==> src/rtl/riscv_pkg.sv <==
// Shared RV32I core definitions used by the MEM stage.
//   result_src_e : write-back mux select encoding
//   F3_*         : load/store funct3 codes
//   mem_state_e  : data-memory handshake FSM states
package riscv_pkg;

   localparam int XLEN = 32;

   typedef enum logic [1:0] {
      RES_ALU = 2'd0,
      RES_MEM = 2'd1,
      RES_PC4 = 2'd2
   } result_src_e;

   localparam logic [2:0] F3_B  = 3'b000;
   localparam logic [2:0] F3_H  = 3'b001;
   localparam logic [2:0] F3_W  = 3'b010;
   localparam logic [2:0] F3_BU = 3'b100;
   localparam logic [2:0] F3_HU = 3'b101;

   typedef enum logic {
      IDLE = 1'b0,
      WAIT = 1'b1
   } mem_state_e;

endpackage

==> src/rtl/load_align.sv <==
// Load data alignment: picks the addressed byte/half out of the read word and
// zero- or sign-extends it to 32 bits.
//   rdata   in  32  word returned by data memory
//   addr_lo in  2   byte offset of the access
//   funct3  in  3   load size / signedness
//   data_o  out 32  extended load value
module load_align
   import riscv_pkg::*;
(
   input  logic [31:0] rdata,
   input  logic [1:0]  addr_lo,
   input  logic [2:0]  funct3,
   output logic [31:0] data_o
);

   logic [31:0] shifted;

   always_comb begin
      shifted = rdata >> {addr_lo, 3'b000};
      case (funct3)
         F3_B:    data_o = {{24{shifted[7]}}, shifted[7:0]};
         F3_H:    data_o = {{16{shifted[15]}}, shifted[15:0]};
         F3_BU:   data_o = {24'h0, shifted[7:0]};
         F3_HU:   data_o = {16'h0, shifted[15:0]};
         default: data_o = shifted;
      endcase
   end

endmodule

==> src/rtl/memory_stage.sv <==
// RV32I MEM stage: issues loads/stores over a variable-latency req/ack
// handshake, stalls upstream while an access is outstanding, aligns load data
// and holds the MEM/WB pipeline register.
//   *_m inputs      : EX/MEM register contents
//   dmem_*          : data-memory request/response
//   stall_m         : freeze upstream stages
//   misaligned_m    : one-cycle misaligned-access flag
//   *_w outputs     : MEM/WB register contents
//
// state | meaning
// IDLE  | no access outstanding; req follows the stage inputs directly
// WAIT  | request issued, waiting for dmem_ack
module memory_stage
   import riscv_pkg::*;
(
   input  logic        clk,
   input  logic        srst,
   input  logic        valid_m,
   input  logic        reg_write_m,
   input  logic [1:0]  result_src_m,
   input  logic        mem_write_m,
   input  logic        mem_read_m,
   input  logic [2:0]  funct3_m,
   input  logic [4:0]  rd_m,
   input  logic [31:0] alu_result_m,
   input  logic [31:0] write_data_m,
   input  logic [31:0] pc_plus4_m,
   output logic        dmem_req,
   output logic        dmem_we,
   output logic [31:0] dmem_addr,
   output logic [3:0]  dmem_be,
   output logic [31:0] dmem_wdata,
   input  logic        dmem_ack,
   input  logic [31:0] dmem_rdata,
   output logic        stall_m,
   output logic        misaligned_m,
   output logic        reg_write_w,
   output logic [1:0]  result_src_w,
   output logic [4:0]  rd_w,
   output logic [31:0] read_data_w,
   output logic [31:0] alu_result_w,
   output logic [31:0] pc_plus4_w
);

   mem_state_e  state_q, state_d;
   logic        reg_write_w_q, reg_write_w_d;
   logic [1:0]  result_src_w_q;
   logic [4:0]  rd_w_q;
   logic [31:0] read_data_w_q, read_data_w_d;
   logic [31:0] alu_result_w_q;
   logic [31:0] pc_plus4_w_q;

   logic        mem_acc, misaligned, mem_op, complete;
   logic [3:0]  be_base;
   logic [31:0] load_data;

   assign mem_acc    = valid_m & (mem_read_m | mem_write_m);
   assign misaligned = mem_acc &
                       (((funct3_m[1:0] == 2'b01) & alu_result_m[0]) |
                        ((funct3_m[1:0] == 2'b10) & (|alu_result_m[1:0])));
   assign mem_op     = mem_acc & ~misaligned;

   // Non-memory instructions complete immediately; memory ones only on ack.
   assign complete   = valid_m & ~misaligned & (~mem_acc | dmem_ack);

   always_comb begin
      state_d  = state_q;
      dmem_req = 1'b0;
      case (state_q)
         IDLE: begin
            dmem_req = mem_op;
            if (mem_op && !dmem_ack) state_d = WAIT;
         end
         WAIT: begin
            dmem_req = 1'b1;
            if (dmem_ack) state_d = IDLE;
         end
         default: state_d = IDLE;
      endcase
      if (srst) dmem_req = 1'b0;
   end

   assign stall_m      = mem_op & ~dmem_ack & ~srst;
   assign misaligned_m = misaligned & ~srst;

   // Store lane steering.
   always_comb begin
      case (funct3_m[1:0])
         2'b00:   be_base = 4'b0001;
         2'b01:   be_base = 4'b0011;
         default: be_base = 4'b1111;
      endcase
      case (funct3_m[1:0])
         2'b00:   dmem_wdata = {4{write_data_m[7:0]}};
         2'b01:   dmem_wdata = {2{write_data_m[15:0]}};
         default: dmem_wdata = write_data_m;
      endcase
   end

   assign dmem_be   = be_base << alu_result_m[1:0];
   assign dmem_we   = mem_write_m;
   assign dmem_addr = {alu_result_m[31:2], 2'b00};

   load_align u_load_align (
      .rdata   (dmem_rdata),
      .addr_lo (alu_result_m[1:0]),
      .funct3  (funct3_m),
      .data_o  (load_data)
   );

   // Stores never write rd, whatever reg_write_m says.
   assign reg_write_w_d = complete & reg_write_m & ~mem_write_m;
   assign read_data_w_d = load_data;

   always_ff @(posedge clk) begin
      if (srst) begin
         state_q        <= IDLE;
         reg_write_w_q  <= 1'b0;
         result_src_w_q <= 2'b00;
         rd_w_q         <= 5'd0;
         read_data_w_q  <= 32'h0;
         alu_result_w_q <= 32'h0;
         pc_plus4_w_q   <= 32'h0;
      end else begin
         state_q        <= state_d;
         reg_write_w_q  <= reg_write_w_d;
         result_src_w_q <= result_src_m;
         rd_w_q         <= rd_m;
         read_data_w_q  <= read_data_w_d;
         alu_result_w_q <= alu_result_m;
         pc_plus4_w_q   <= pc_plus4_m;
      end
   end

   assign reg_write_w  = reg_write_w_q;
   assign result_src_w = result_src_w_q;
   assign rd_w         = rd_w_q;
   assign read_data_w  = read_data_w_q;
   assign alu_result_w = alu_result_w_q;
   assign pc_plus4_w   = pc_plus4_w_q;

endmodule

==> config.mk <==
export PLATFORM = sky130hd
export DESIGN_NAME = memory_stage
export DESIGN_NICKNAME = d
export VERILOG_FILES = /design/src/rtl/riscv_pkg.sv /design/src/rtl/load_align.sv /design/src/rtl/memory_stage.sv
export SDC_FILE = /design/constraint.sdc
export NUM_CORES = 1
export LEC_CHECK = 0
export CORE_AREA = 2 2 124 126
export CTS_BUF_LIST = sky130_fd_sc_hd__clkbuf_16
export DETAILED_ROUTE_END_ITERATION = 7
export DIE_AREA = 0 0 126 128
export PLACE_DENSITY = 0.7
export SYNTH_ARGS = -nofsm -noshare
export SYNTH_HDL_FRONTEND = slang
export SYNTH_SLANG_ARGS = --single-unit
==> constraint.sdc <==
create_clock -name clk -period 1.7 [get_ports clk]
set_clock_uncertainty 0.1 [all_clocks]
set_input_delay 0.17 -clock clk [delete_from_list [all_inputs] [get_ports clk]]
set_output_delay 0.17 -clock clk [all_outputs]
set_load 0.02 [all_outputs]
* After elaboration in Yosys (flattened, before gate mapping) *
Cells that the tools add are included.

cells by class
  equal/unequal tests = 5
  shifts and indexed selects = 2
  multiplexer cells = 8
  bitwise gates (word level) = 21
  reductions and logical operators = 5

operator list
  operator              count
  $pmux W32 S4          1
  $pmux W32 S2          1
  $shr A32 B5 Y32       1
  $and A1 B1 Y1         12
  $pmux W4 S2           1
  $eq A3 B3 Y1 const B  2
  $not A1 Y1            6
  $pmux W1 S2           2
  $shl A4 B2 Y4         1
  $eq A3 B1 Y1 const B  1
  $logic_not A3 Y1      1
  $mux W1               3
  $or A1 B1 Y1          3
  $eq A2 B1 Y1 const B  1
  $eq A2 B2 Y1 const B  1
  $logic_not A2 Y1      1
  $reduce_or A2 Y1      1
  $logic_and A1 B1 Y1   1
  $logic_not A1 Y1      1

word-level totals
  register bits = 105
  bits of input ports = 145
  output and inout port bits = 176
  logic and storage cells = 48

* Logic depth before layout (Yosys ltp) *
  word-level depth = 9
  depth in mapped cells = 5

* Hierarchy *
A second synthesis with hierarchy kept.

unflattened totals
  cells, all modules = 434
  area total of the unflattened synthesis = 4304.1 sq um

by module, submodules not included
  module        times used  cells each  area each (sq um)  sequential area each (sq um)
  memory_stage  1           327         3609.7             2102.0
  load_align    1           107         694.4              0.0

* Worst setup path before layout *
Ideal clock, no wire load.

  path type = in2out
  start point = input port alu_result_m[0]
  end point = output port stall_m
  arrival time = 1.321 ns
  data required time = 1.430 ns
  slack = 0.109 ns
  cell stages on the path = 5
  path buffers = 2
  cells stage by stage = buf_2 > buf_2 > o21ai_0 > o21ai_0 > nor3_1

between the ends
  cells in the longest elaborated chain, start to end = 8
  elaborated cells between the ends (all ways) = 9
  classes of those cells = 8 x bitwise; 1 x reduce/logical

RTL lines
  item                           line                source
  from (decl)                    memory_stage.sv:25  input logic [31:0] alu_result_m,
  $reduce_or A2 Y1               memory_stage.sv:60  ((funct3_m[1:0] == 2'b10) & (|alu_result_m[1:0])));
  $and A1 B1 Y1                  memory_stage.sv:60
  $or A1 B1 Y1 *                 memory_stage.sv:59  (((funct3_m[1:0] == 2'b01) & alu_result_m[0]) |
  $and A1 B1 Y1 *                memory_stage.sv:58  assign misaligned = mem_acc &
  $not A1 Y1 *                   memory_stage.sv:61  assign mem_op = mem_acc & ~misaligned;
  $and A1 B1 Y1 *                memory_stage.sv:61
  $and A1 B1 Y1 * (2 in series)  memory_stage.sv:83  assign stall_m = mem_op & ~dmem_ack & ~srst;
  to (decl)                      memory_stage.sv:35  output logic stall_m,

Every way passes the cells marked *; elsewhere a longest branch is shown, timed or not.

* Worst setup path in the final report *
  start point = input port write_data_m[3]
  end point = output port dmem_wdata[3]

between the ends
  cells in the longest elaborated chain, start to end = 1

RTL lines
  item          line                source
  from (decl)   memory_stage.sv:26  input logic [31:0] write_data_m,
  $pmux W32 S2  memory_stage.sv:93  case (funct3_m[1:0])
  to (decl)     memory_stage.sv:32  output logic [31:0] dmem_wdata,

Every way passes these cells.

==> qor.yml <==
clock_network:
  cts_hold_buf: 0
  cts_tree: "done"
  cts_htree_levels: 3
  clock_latency_ns: 0.33
  cts_buffers: 9
  cts_buffer_depth: 2
  root_buffer: "clkbuf_16"
  clkTransAtPathRegs_ns: 0.07
  post_cts_buffers: 0
  clock_sinks: 105
yosys:
  synth_edf_count: 0
  ys_seq_elements: 105
  syn_avg_cell_area_sq_um: 10.4
  syn_area_sq_mm: 0.00416
  ys.flop_type: "dfxtp_1"
  ys_warn_count: 0
  synthArstFlopShare: 0
  synthDistinctLibCells: 33
  netlist_instances: 399
  yosysSeqAreaShare: 0.506
floorplan:
  start_util: 0.280
  num_rows: 45
  dieWidth_um: 126
  core-area_sq_mm: 0.0149
  chipHeight_um: 128
  dieArea_sq_mm: 0.0161
  pin_count: 321
placed_design:
  placed_cell_area_sq_mm: 0.00748
  gp_congestion: 0.827
  portBuffers: 318
  dp_slack_ns: -0.532
  place_hpwl_mm: 11.5
  dpl.cell_count: 881
grt:
  grt_max_degree: 62
  grt-ovfl-total: 0
  grt_usage: 0.169
  grt_pass1_wl_mm: 21.4
  grt_pass1_vias: 4107
  antenna_found_initial: 0
drt:
  wire_per_inst_um: 15.8
  drc: 0
  highest_layer: "met4"
  drtIter0Drc: 114
  ant_nets: 0
  wl_met3_mm: 1.15
  vias: 3903
  routed_wl_mm: 14.1
  dr_wl_met2_mm: 7.38
  vias_per_cell: 4.35
  detail_route.first_pass.iterations: 5
  wl_met1_mm: 5.47
hold_path:
  worstHoldPathCells: 3
  min_path_type: "input pin to flop"
  hold_end: "state_q"
  hold_start: "srst"
power:
  p_leak_nw: 3.10
  vdd_ir_drop_max_mv: 0.451
  p_per_area_mw_per_mm2: 823
setup_path:
  worst-path-buf-inv: 3
  cpMostUsedCell: "clkdlybuf4s50_1"
  rr_startpoint: "state_q"
  path_class: "input pin to primary output"
  critPathMaxStageDelay_ns: 0.60
  crit_required_ns: 1.43
  startpoint_type: "input pin"
  cp_slowest_cell: "clkdlybuf4s50_1"
  crit_chain: "clkdlybuf4s50_1, buf_4, clkdlybuf4s50_1"
  critPathArrivalTime_ns: 1.39
  crit_path_start: "write_data_m[3]"
  timing.rr.end: "state_q"
  worst_r2r_path_depth: 2
  crit_family: "buffers and inverters"
  rrSetupSlack_ns: 1.00
  path_max_fanout: 3
  path_depth: 3
  endpoint_kind: "primary output"
timing:
  fmax_mhz: 602
  hold_viol: 0
  max-slew-margin-rel: 0.609
  slew_viol_final: 0
  rsz0062_at_grt: "false"
  tightest_slew_ns: 0.587
  layout_min_cycle_time_ns: 1.66
  setup_viol: 0
  period_share: 0.977
  setup_slack_ns: 0.0398
layout:
  diodes: 0
  syn2layout_area_growth_pct: 86.9
  nNetsFinal: 849
  n_fill_cell: 1336
  drive_gt1_frac: 0.141
  fin_area_sq_mm: 0.00777
  final_cells: 897
flow_run:
  maxCapViolations: 0
status:
  status: "completed"
==> state kept, by name (all words and copies together), names as in the netlist <==
register and cells:
alu_result_w 32, pc_plus4_w 32, read_data_w 32, rd_w 5, result_src_w 2, reg_write_w 1, state_q 1
==> metrics by stage <==
step / power [mW] / util / hold WS [ns] / TNS [ns]
finish: 6.39 / 0.523 / 0.0914 / 0
global route: 6.68 / 0.523 / 0.0917 / 0
CTS: 6.48 / 0.522 / 0.0473 / 0
detailed placement: 4.37 / 0.503 / 0.359 / -24.86
global placement: 4.36 / 0.503 / 0.350 / -23.65
floorplan: 3.43 / - / 0.148 / 0
==> where the power goes <==
group | switching (mW) | leakage [nW] | internal, mW | total [mW]
sequential | 0.0386 | 0.873 | 2.60 | 2.64
combinational | 0.739 | 2.07 | 0.887 | 1.63
clock | 0.955 | 0.154 | 1.17 | 2.13
==> cell usage after synthesis (2+ instances only) <==
master	number	area [sq um]
dfxtp_1	105	2100
nor2b_1	83	519
buf_4	44	330
mux2i_1	24	240
a21oi_1	17	85.1
mux2_2	17	191
a211oi_1	15	113
clkbuf_1	14	52.6
o21ai_0	12	60.1
buf_2	9	45.0
nand2_1	9	33.8
o22ai_1	8	50.1
o2bb2ai_1	7	61.3
or2_2	7	43.8
nor2_1	3	11.3
nor3_1	3	15.0
inv_1	2	7.51
nand2b_1	2	12.5
nand3b_1	2	15.0
nor2_4	2	22.5
o211ai_1	2	15.0
==> final cells by class <==
type | instances | area (sq um) | area share
Inverter | 2 | 7.51 | 0.000966
Multi-Input combinational cell | 225 | 1620 | 0.208
Clock buffer | 9 | 225 | 0.0290
Sequential cell | 105 | 2100 | 0.271
Timing Repair Buffer | 361 | 3490 | 0.450
Tap cell | 188 | 235 | 0.0303
Clock inverter | 7 | 86.3 | 0.0111
==> cell families (layout without fill, tap and decap cells) <==
family,Yosys count,after routing,synth area share
and+or+nand+nor,114,114,0.167
other,1,2,0.000902
muxes,42,42,0.109
DFF,105,105,0.506
buffers and inverters,70,379,0.107
AOI/OAI and AO/OA,67,67,0.110
==> metal layers <==
metal	vias to the layer above	track usage
li1	1916	-
met1	1786	0.193
met2	194	0.312
met3	7	0.0480
met4	0	0.0394
met5	-	0
==> worst max-delay path by stage <==
stage                          end  slack, ns
floorplan                  stall_m       0.11
global placement      misaligned_m      -0.54
detailed placement  dmem_wdata[17]      -0.53
CTS                       dmem_req      0.002
global route         dmem_wdata[8]      0.003
finish               dmem_wdata[3]       0.04
==> layout by cell type, fill, tap and decap left out, types with 3 or more instances in the layout <==
cell type,n
a211oi_1,15
a21oi_1,17
buf_2,4
buf_4,39
buf_6,3
clkbuf_16,9
clkdlybuf4s15_1,5
clkdlybuf4s15_2,3
clkdlybuf4s50_1,278
dfxtp_1,105
dlygate4sd2_1,24
inv_6,3
mux2_2,17
mux2i_1,24
nand2_1,9
nor2_1,3
nor2b_1,82
nor3_1,3
o21ai_0,10
o22ai_1,8
o2bb2ai_1,7
or2_2,7
==> worst reg2reg max path: cells and delay by family, from the launching register on <==
| kind | cells | cell delay [ns] |
|---|---|---|
| flip-flops | 1 | 0.31 |
| AO/OA/AOI/OAI | 1 | 0.17 |
| buffers and inverters | 1 | 0.05 |
==> repair_timing <==
item                       in CTS  in global routing
setup endpoints to repair      57                 10
gates cloned                    0                  0
pin swaps                       0                  1
gates resized for setup        56                 14
Note: power is estimated with default switching activity, not from simulation.
